File: src/rtl/trng_vn_packer.sv
// trng_vn_packer
//   Post-processing for the RS-latch entropy cell. Raw bits are synchronised
//   into clk and sampled every SAMPLE_DIV cycles while en=1. A von Neumann
//   extractor removes bias. Debiased bits are packed MSB-first into bytes and
//   handed out over valid/ready. A sticky repetition-count health test blocks
//   all output while the source appears stuck.
//
// Ports
//   clk          system clock, rising edge
//   rst_n        synchronous active-low reset
//   en           sampling enable; dropping it discards any partial byte/pair
//   raw_bit      entropy bit, asynchronous to clk
//   byte_ready   consumer accepts byte_out
//   fail_clr     one-cycle pulse, clears health_fail
//   byte_out     assembled byte, stable while byte_valid && !byte_ready
//   byte_valid   byte_out holds an unconsumed byte
//   health_fail  sticky repetition-count failure
module trng_vn_packer #(
    parameter int SAMPLE_DIV = 4,
    parameter int REP_LIMIT  = 32
) (
    input  logic       clk,
    input  logic       rst_n,
    input  logic       en,
    input  logic       raw_bit,
    input  logic       byte_ready,
    input  logic       fail_clr,
    output logic [7:0] byte_out,
    output logic       byte_valid,
    output logic       health_fail
);

    localparam int DIV_W = (SAMPLE_DIV > 1) ? $clog2(SAMPLE_DIV) : 1;
    localparam int RUN_W = $clog2(REP_LIMIT + 1);
    localparam logic [DIV_W-1:0] DIV_LAST = DIV_W'(SAMPLE_DIV - 1);
    localparam logic [RUN_W-1:0] RUN_MAX  = RUN_W'(REP_LIMIT);

    logic [1:0]       sync_q;
    logic [DIV_W-1:0] div_cnt;
    logic             have_a;
    logic             a_bit;
    logic [7:0]       shreg;
    logic [3:0]       bit_cnt;
    logic [RUN_W-1:0] run;
    logic             last_bit;
    logic             have_last;  // cleared by reset/fail_clr so the next strobe starts a fresh run

    logic             s_bit;
    logic             strobe;
    logic [RUN_W-1:0] run_nxt;
    logic             trip;
    logic             kill;
    logic             emit;
    logic             shift_ok;
    logic [7:0]       shreg_nxt;
    logic [3:0]       cnt_nxt;
    logic             free;
    logic             xfer;
    logic             load;

    always_comb begin
        s_bit  = sync_q[1];
        strobe = en && (div_cnt == DIV_LAST);

        run_nxt = RUN_W'(1);
        if (have_last && (s_bit == last_bit))
            run_nxt = (run == RUN_MAX) ? run : run + RUN_W'(1);

        // fail_clr beats a trip landing on the same edge
        trip = strobe && !fail_clr && (run_nxt == RUN_MAX);
        // covers the trip edge too, so byte_valid and health_fail change together
        kill = health_fail || trip;

        // only unequal pairs emit, and the emitted bit is always the first of the pair
        emit = strobe && !health_fail && have_a && (a_bit != s_bit);

        // a full shreg (bit_cnt==8) waiting on the holding register drops new bits
        shift_ok  = emit && (bit_cnt != 4'd8);
        shreg_nxt = shift_ok ? {shreg[6:0], a_bit} : shreg;
        cnt_nxt   = shift_ok ? bit_cnt + 4'd1 : bit_cnt;

        xfer = byte_valid && byte_ready;
        free = !byte_valid || byte_ready;
        load = en && (cnt_nxt == 4'd8) && free;
    end

    always_ff @(posedge clk) begin
        if (!rst_n) begin
            sync_q      <= '0;
            div_cnt     <= '0;
            have_a      <= 1'b0;
            a_bit       <= 1'b0;
            shreg       <= '0;
            bit_cnt     <= '0;
            run         <= '0;
            last_bit    <= 1'b0;
            have_last   <= 1'b0;
            health_fail <= 1'b0;
            byte_out    <= '0;
            byte_valid  <= 1'b0;
        end else begin
            sync_q <= {sync_q[0], raw_bit};

            if (!en || strobe) div_cnt <= '0;
            else               div_cnt <= div_cnt + DIV_W'(1);

            // repetition count runs on every strobe, even while failed
            if (fail_clr) begin
                health_fail <= 1'b0;
                run         <= '0;
                have_last   <= 1'b0;
            end else if (strobe) begin
                run       <= run_nxt;
                last_bit  <= s_bit;
                have_last <= 1'b1;
                if (run_nxt == RUN_MAX) health_fail <= 1'b1;
            end

            // extractor + packer
            if (kill || !en) begin
                have_a  <= 1'b0;
                shreg   <= '0;
                bit_cnt <= '0;
            end else begin
                if (strobe) begin
                    if (have_a) begin
                        have_a <= 1'b0;
                    end else begin
                        have_a <= 1'b1;
                        a_bit  <= s_bit;
                    end
                end
                shreg   <= shreg_nxt;
                bit_cnt <= load ? 4'd0 : cnt_nxt;
            end

            // holding register; a load on a transfer edge keeps valid high
            if (kill) begin
                byte_valid <= 1'b0;
            end else if (load) begin
                byte_out   <= shreg_nxt;
                byte_valid <= 1'b1;
            end else if (xfer) begin
                byte_valid <= 1'b0;
            end
        end
    end

endmodule

File: config.mk
export PLATFORM = sky130hd
export DESIGN_NAME = trng_vn_packer
export DESIGN_NICKNAME = d
export VERILOG_FILES = /design/src/rtl/trng_vn_packer.sv
export SDC_FILE = /design/constraint.sdc
export NUM_CORES = 1
export LEC_CHECK = 0
export BUFFER_PORTS_ARGS = -buffer_cell sky130_fd_sc_hd__buf_4
export CORE_ASPECT_RATIO = 1.2
export CORE_MARGIN = 3
export CORE_UTILIZATION = 30
export DETAILED_ROUTE_END_ITERATION = 12
export MAX_ROUTING_LAYER = met4
export PLACE_DENSITY = 0.58
export SKIP_CTS_REPAIR_TIMING = 1
export SYNTH_ARGS = -nofsm -noshare
export SYNTH_HDL_FRONTEND = slang
export SYNTH_SLANG_ARGS = --single-unit
File: constraint.sdc
create_clock -name clk -period 1.9 [get_ports clk]
set_input_delay 0.38 -clock clk [delete_from_list [all_inputs] [get_ports clk]]
set_output_delay 0.38 -clock clk [all_outputs]
set_load 0.05 [all_outputs]
-- Yosys cells after proc, flatten, opt, wreduce, memory -nomap -nowiden
Cells that the tools add are included.
- bits in writable memories: 0
- output and inout bits: 10
- input port bits: 6
- bits in read-only memories: 0
- latch bits: 0
- register bits: 36
- memories: 0
- word-level logic and storage cells: 63
- bitwise logic cells: 5
- shift-type cells: 0
- multiplexer cells: 7
- add/subtract/negate cells: 3
- $mul: 0
- reductions and logical operators: 29
- order comparisons: 0
- div/mod/pow operators: 0
- eq/ne operators: 7
- operators with widths (cell ; number):
    == test 6 bit (second input constant) ; 2
    2-to-1 mux 6 bit ; 2
    logical AND 1 bit ; 11
    2-to-1 mux 8 bit ; 1
    OR reduction 2 bit ; 4
    adder 6 x 1 -> 6 bit (second input constant) ; 1
    AND reduction 2 bit ; 3
    NOT 1 bit ; 5
    adder 4 x 1 -> 4 bit (second input constant) ; 1
    == test 4 bit (second input constant) ; 1
    logical NOT 1 bit ; 4
    logical OR 1 bit ; 4
    2-to-1 mux 4 bit ; 1
    != test 4 bit (second input constant) ; 1
    2-to-1 mux 1 bit ; 3
    AND reduction 3 bit ; 1
    OR reduction 3 bit ; 1
    adder 2 x 1 -> 2 bit (second input constant) ; 1
    == test 2 bit (second input constant) ; 1
    nonzero test 2 bit ; 1
    == test 1 bit ; 1
    != test 1 bit ; 1

-- Depth between registers and ports, before layout
Gate-level depths: netlist of the first run.
- depth after elaboration: 11
- gate-level depth with buffers: 10
- mapped depth without buffers: 8

-- Least setup slack after synthesis of the first run
Ideal clock, no wire load.
- path kind: register -> register
- start point: register health_fail
- end point: register byte_out[5]
- required time: 1.770 ns
- cell stages (with the launch flop): 9
- setup slack: -0.120 ns
- clock period less this slack: 2.020 ns
- arrival time: 1.890 ns
- library setup time: 0.130 ns
- buffers on the path: 2
- path through: dfxtp_1 and4b_1 nand3_1 mux2_4 and3_1 buf_2 buf_6 a21oi_1 a311oi_1
- word-level cells in the longest chain between the ends: 10
- elaborated cells between the ends (all ways): 13
- classes of those cells: 1 x eq/ne; 2 x mux; 1 x bitwise; 9 x reduce/logical
- RTL lines (element ; RTL line ; RTL):
    start: declaration ; 30 ; output logic health_fail
    start signal: assignment ; 98 ; health_fail <= 1'b0;
    start signal: assignment ; 109 ; health_fail <= 1'b0;
    start signal: assignment ; 116 ; if (run_nxt == RUN_MAX) health_fail <= 1'b1;
    logical NOT 1 bit ; 75 ; emit = strobe && !health_fail && have_a && (a_bit != s_bit);
    logical AND 1 bit (3 in series) ; 75 ;
    logical AND 1 bit ; 78 ; shift_ok = emit && (bit_cnt != 4'd8);
    2-to-1 mux 4 bit ; 80 ; cnt_nxt = shift_ok ? bit_cnt + 4'd1 : bit_cnt;
    == test 4 bit ; 84 ; load = en && (cnt_nxt == 4'd8) && free;
    logical AND 1 bit (2 in series) ; 84 ;
    AND reduction 2 bit (no source line) ; -- ;
    end signal: assignment ; 141 ; byte_out <= shreg_nxt;
    end: declaration ; 28 ; output logic [7:0] byte_out,
Several ways; a longest one is shown, not always the timed one.
A chain may end at the register's enable or synchronous reset.

-- Worst setup path after layout of the first run
- start point: register run[1]
- end point: register byte_out[5]
- word-level cells in the longest chain between the ends: 8
- elaborated cells between the ends (all ways): 9
- classes of those cells: 1 x add/sub; 2 x eq/ne; 2 x mux; 1 x bitwise; 3 x reduce/logical
- RTL lines (element ; RTL line ; RTL):
    start: declaration ; 44 ; logic [RUN_W-1:0] run;
    start signal: assignment ; 113 ; run <= run_nxt;
    adder 6 x 1 -> 6 bit / == test 6 bit (equally long branches) ; 67 ; run_nxt = (run == RUN_MAX) ? run : run + RUN_W'(1);
    2-to-1 mux 6 bit * ; 67 ;
    2-to-1 mux 6 bit * ; 66 ; if (have_last && (s_bit == last_bit))
    == test 6 bit * ; 70 ; trip = strobe && !fail_clr && (run_nxt == RUN_MAX);
    logical AND 1 bit * ; 70 ;
    logical OR 1 bit * ; 72 ; kill = health_fail || trip;
    NOT 1 bit (no source line) * ; -- ;
    AND reduction 2 bit (no source line) * ; -- ;
Mark *: on every way between the ends. The rest lies on a longest branch, timed or not.

==> impl_metrics.env, run 1 <==
export IMPL_drcViolationCount=0
export IMPL_placed_cells=275
export IMPL_die_area_um2=6494
export IMPL_cts_clk_slew_worst_paths_ns=0.08
export IMPL_pwr_share_clk=0.456
export IMPL_violations="setup timing"
export IMPL_utilization=0.4457
export IMPL_tightest_slew_ns=0.3772
export IMPL_gp_congestion=0.8719
export IMPL_synthArstFlopShare=0
export IMPL_cts_max_path_buffers=2
export IMPL_pre_cts_ws_ns=-0.04658
export IMPL_synthMostInstantiatedCell="dfxtp_1"
export IMPL_drive_above_1_share=0.3921
export IMPL_p_comb_frac=0.030
export IMPL_r2r_start="run[1]"
export IMPL_die_h_um=87.68
export IMPL_finalInstanceArea_um2=2377
export IMPL_syn_inst=186
export IMPL_hold_start="raw_bit"
export IMPL_fmaxAchievable_ghz=0.5257
export IMPL_place_area_um2=2001
export IMPL_grt_overflow=0
export IMPL_post_synth_cell_area_avg_um2=8.967
export IMPL_period_share=1.001
export IMPL_synth_common_cells="36 x dfxtp_1, 23 x nor2_1, 17 x a21oi_1"
export IMPL_slew_viol_final=0
export IMPL_grt_pass1_vias=1298
export IMPL_sw_frac_of_total=0.2148
export IMPL_synth_top_area_frac=0.4321
export IMPL_tritoncts="yes"
export IMPL_dr_total_vias=1469
export IMPL_grt_max_degree=18
export IMPL_rsz0062_at_grt="true"
export IMPL_p_total_mw=1.484
export IMPL_r2r_slack_ns=-0.002
export IMPL_routed_wl_um=3926
export IMPL_max_slew_margin=0.7482
export IMPL_cts_htree_levels=2
export IMPL_numCtsBuffers=5
export IMPL_period_minus_slack_ns=1.902
export IMPL_seq_area_frac_synth=0.4321
export IMPL_finalClockSkew_ns=0.007938
export IMPL_tns_ns=-0.002079
export IMPL_drt_wirelength_per_cell_um=13.58
export IMPL_critPathKind="flop to flop"
export IMPL_num_antenna_cells=0
export IMPL_layout_nets=237
export IMPL_num_rows=29
export IMPL_clkSinkCount=36
export IMPL_ir_drop_mv=0.4133
export IMPL_status="complete, but fails checks"
export IMPL_synth_ff_type="dfxtp_1"
export IMPL_power_leakage_nw=0.9535
export IMPL_hold_viol_final=0
export IMPL_areaGrowthSynthToFinish_pct=42.54
export IMPL_critPathLaunchType="flop"
export IMPL_end_kind="flop"
export IMPL_stdcell_count=289
export IMPL_synth_distinct_cells=42
export IMPL_first_iter_violations=52
export IMPL_synth_area_leaders="dfxtp_1 43%, mux2i_1 5.4%, nor2_1 5.2%, a21oi_1 5.1%, a311oi_1 4.7%"
export IMPL_timing_final_ws_setup_ns=-0.002079
export IMPL_first_pass_iters=4
export IMPL_arrival_ns=2.07
export IMPL_p_sw_mw=0.3187
export IMPL_hold_class="input port to flop"
export IMPL_grt_first_pass_wirelength_um=5699
export IMPL_die_x_um=74.07
export IMPL_grt_antenna_before_repair=0
export IMPL_syn_cell_area_um2=1668
export IMPL_synth_top_area_cell="dfxtp_1"
export IMPL_required_ns=2.07
export IMPL_viasPerCell=5.083
export IMPL_maxCapViolCount=0
export IMPL_finalSetupViolations=1
export IMPL_port_buffers=15
export IMPL_crit_fanout=8
export IMPL_clk_latency_ns=0.29
export IMPL_start_util=0.3127
export IMPL_p_seq_frac=0.513
export IMPL_dp_hpwl_um=2459
export IMPL_yosysWarningCount=0
export IMPL_grt_total_usage=0.1186
export IMPL_holdWs_ns=0.2991
export IMPL_core_area_um2=5334
export IMPL_synth_edf_count=0
export IMPL_powerDensity_nw_per_um2=624.1
export IMPL_io_pins=16
export IMPL_ys_ff_latch=36
export IMPL_crit_path_start="run[1]"
export IMPL_ant_nets=0
export IMPL_root_buffer="clkbuf_8"
export IMPL_p_int_mw=1.165
export IMPL_syn_num_nets=197
## sequential cells by signal, summed over array words and instances, names as in the netlist
register     count
bit_cnt          4
byte_out         8
a_bit            1
have_last        1
last_bit         1
health_fail      1
run              6
shreg            8
sync_q           2
have_a           1
byte_valid       1
div_cnt          2
## critical path, stage by stage, from the launching register on
cell and delay [ns]:
dfxtp_2 0.34, buf_12 0.13, a211o_1 0.30, a21oi_2 0.16
o22ai_2 0.10, o31a_1 0.26, buf_6 0.14, clkbuf_16 0.16
a21oi_4 0.14, a311oi_2 0.05
## logic make-up after synthesis
group / Yosys count / synth area share
and+or+nand+nor: 70 / 0.2161
AOI/OAI and AO/OA: 41 / 0.1598
DFF: 36 / 0.4321
buffers and inverters: 16 / 0.04951
muxes: 10 / 0.06302
xor gates and xnor gates: 8 / 0.04201
adders and majority gates: 5 / 0.03751
## area by class of cell
class / instances / area (um2)
Timing Repair Buffer: 41 / 370.4
Sequential cell: 36 / 733.2
Clock inverter: 3 / 42.54
Tap cell: 62 / 77.57
Multi-Input combinational cell: 135 / 1059
Fill cell: 520 / 2957
Inverter: 7 / 26.28
Clock buffer: 5 / 68.82
## metal layers
metal  routed length [um]  share of wire  GRT usage
met3                  177          0.045    0.03789
met5                    0              0          -
met4                   65          0.017    0.05437
met1                 1779           0.45     0.1383
met2                 1902           0.48     0.1839
## path summary, 6_finish.rpt
check | cells past startpoint | end
setup reg to reg | 9 | byte_out[5]
hold / removal | 2 | sync_q[0]
hold reg to reg | 1 | sync_q[1]
setup / recovery | 9 | byte_out[5]
## power by group through the flow
stage          sequential, mW  combinational [mW]  clock, mW
2_1_floorplan           0.778              0.0205          0
3_3_place_gp            0.778              0.0371          0
3_5_place_dp            0.778              0.0375          0
4_1_cts                 0.760              0.0378      0.695
5_1_grt                 0.762              0.0497      0.721
6_report                0.762              0.0450      0.677
## cell usage in the layout, fill, tap and decap left out, types with 5 or more instances in the layout
| cell | instances |
|---|---|
| buf_4 | 35 |
| dfxtp_1 | 28 |
| nor2_1 | 23 |
| nand2_1 | 12 |
| a21oi_1 | 9 |
| mux2i_1 | 9 |
| a21oi_2 | 7 |
| dfxtp_2 | 7 |
| inv_1 | 5 |
| a311oi_2 | 5 |
| clkbuf_8 | 5 |
No activity file was read; power rests on OpenSTA's default activity.
==> inputs of run 2 (changes only) <==
--- a/config.mk
+++ b/config.mk
@@ -10,9 +10,9 @@
 export CORE_MARGIN = 3
 export CORE_UTILIZATION = 30
 export DETAILED_ROUTE_END_ITERATION = 12
-export MAX_ROUTING_LAYER = met4
 export PLACE_DENSITY = 0.58
 export SKIP_CTS_REPAIR_TIMING = 1
+export SLEW_MARGIN = 20
 export SYNTH_ARGS = -nofsm -noshare
 export SYNTH_HDL_FRONTEND = slang
 export SYNTH_SLANG_ARGS = --single-unit
==> run 2 against run 1 <==
Count of clock-buffer cells in the layout stayed put. Sequential power hardly changed. Largest cell class unchanged. Clock power hardly changed. The run now ends clean.
==> impl_metrics.env, run 2 (synthesis gave the netlist of run 1 again) <==
export IMPL_hold_viol_final=0
export IMPL_num_antenna_cells=0
export IMPL_end_kind="flop"
export IMPL_areaGrowthSynthToFinish_pct=42.54
export IMPL_hold_class="input port to flop"
export IMPL_layout_nets=237
export IMPL_fmaxAchievable_ghz=0.5267
export IMPL_ir_drop_mv=0.4133
export IMPL_max_slew_margin=0.7482
export IMPL_path_cells="buf_12, a211o_1, a21oi_2, o22ai_2, o31a_1, buf_6, clkbuf_16, a21oi_4, a311oi_2"
export IMPL_final_common_cell="buf_4"
export IMPL_stdcell_count=289
export IMPL_tns_ns=0
export IMPL_cts_max_path_buffers=2
export IMPL_port_buffers=15
export IMPL_gp_congestion=0.8582
export IMPL_grt_antenna_before_repair=0
export IMPL_slew_viol_final=0
export IMPL_io_pins=16
export IMPL_routed_top_layer="met4"
export IMPL_die_h_um=87.68
export IMPL_drt_wirelength_per_cell_um=13.56
export IMPL_n_fill_cell=520
export IMPL_powerDensity_nw_per_um2=624.3
export IMPL_grt_total_usage=0.1151
export IMPL_first_pass_iters=4
export IMPL_num_rows=29
export IMPL_arrival_ns=2.07
export IMPL_finalClockSkew_ns=0.007938
export IMPL_maxCapViolCount=0
export IMPL_timing_final_ws_setup_ns=0.001530
export IMPL_power_leakage_nw=0.9535
export IMPL_dp_hpwl_um=2459
export IMPL_cts_htree_levels=2
export IMPL_drcViolationCount=0
export IMPL_placed_cells=275
export IMPL_layout_common_cells="35 x buf_4, 28 x dfxtp_1, 23 x nor2_1, 12 x nand2_1"
export IMPL_required_ns=2.07
export IMPL_die_area_um2=6494
export IMPL_tightest_slew_ns=0.3772
export IMPL_tritoncts="yes"
export IMPL_clk_latency_ns=0.29
export IMPL_wl_met1_um=1767
export IMPL_clkSinkCount=36
export IMPL_utilization=0.4457
export IMPL_core_area_um2=5334
export IMPL_grt_overflow=0
export IMPL_wl_met3_um=184
export IMPL_drive_above_1_share=0.3921
export IMPL_grt_max_degree=18
export IMPL_critPathMaxStageDelay_ns=0.34
export IMPL_rsz0062_at_grt="true"
export IMPL_die_x_um=74.07
export IMPL_crit_slowest_cell="dfxtp_2"
export IMPL_critPathKind="flop to flop"
export IMPL_crit_fanout=8
export IMPL_routed_wl_um=3920
export IMPL_finalSetupViolations=0
export IMPL_first_iter_violations=52
export IMPL_p_total_mw=1.484
export IMPL_root_buffer="clkbuf_8"
export IMPL_start_util=0.3127
export IMPL_status="completed"
export IMPL_ant_nets=0
export IMPL_critPathLaunchType="flop"
export IMPL_period_minus_slack_ns=1.898
export IMPL_viasPerCell=5.087
export IMPL_top_regs="byte_out (8), shreg (8), run (6)"
export IMPL_pre_cts_ws_ns=-0.04658
export IMPL_numCtsBuffers=5
export IMPL_grt_first_pass_wirelength_um=5699
export IMPL_dr_total_vias=1470
export IMPL_cts_clk_slew_worst_paths_ns=0.08
export IMPL_wl_met2_um=1902
export IMPL_period_share=0.9992
export IMPL_grt_pass1_vias=1300
-- run 2: final timing paths --
path                            cells after the start     endpoint      start  slack, ns
worst max-delay path                                9  byte_out[5]     run[1]      0.002
worst max register to register                      9  byte_out[5]     run[1]      0.002
worst min register to register                      1    sync_q[1]  sync_q[0]       0.44
worst min-delay path                                2    sync_q[0]    raw_bit       0.30
-- run 2: cell type report --
cell class                      instances  area (um2)  area share
Multi-Input combinational cell        135        1059      0.4453
Sequential cell                        36       733.2      0.3084
Timing Repair Buffer                   41       370.4      0.1558
Tap cell                               62       77.57     0.03263
Clock buffer                            5       68.82     0.02895
Clock inverter                          3       42.54     0.01789
Inverter                                7       26.28     0.01105
-- run 2: report_power, final --
group	internal [mW]	switching, mW	leakage (nW)	total [mW]
registers	0.758	0.00413	0.295	0.762
logic	0.0191	0.0259	0.605	0.0450
clock network	0.388	0.289	0.0541	0.678
-- run 2: critical path, delay by kind of cell (launching register included) --
kind,cells,cell delay [ns]
compound gates,6,1.01
buf+inv,3,0.43
flops,1,0.34
-- run 2: routing by layer --
| layer | up-vias | GRT usage |
|---|---|---|
| met2 | 27 | 0.1839 |
| li1 | 749 | - |
| met3 | 6 | 0.03789 |
| met1 | 688 | 0.1383 |
| met4 | 0 | 0.05437 |
| met5 | - | 0 |
-- run 2: per-stage QoR --
step	instance area (um2)	hold WS, ns
floorplan	1672	0.4026
global placement	2001	0.4155
detailed placement	2001	0.4215
global route	2377	0.2969
CTS	2112	0.2913
finish	2377	0.2991
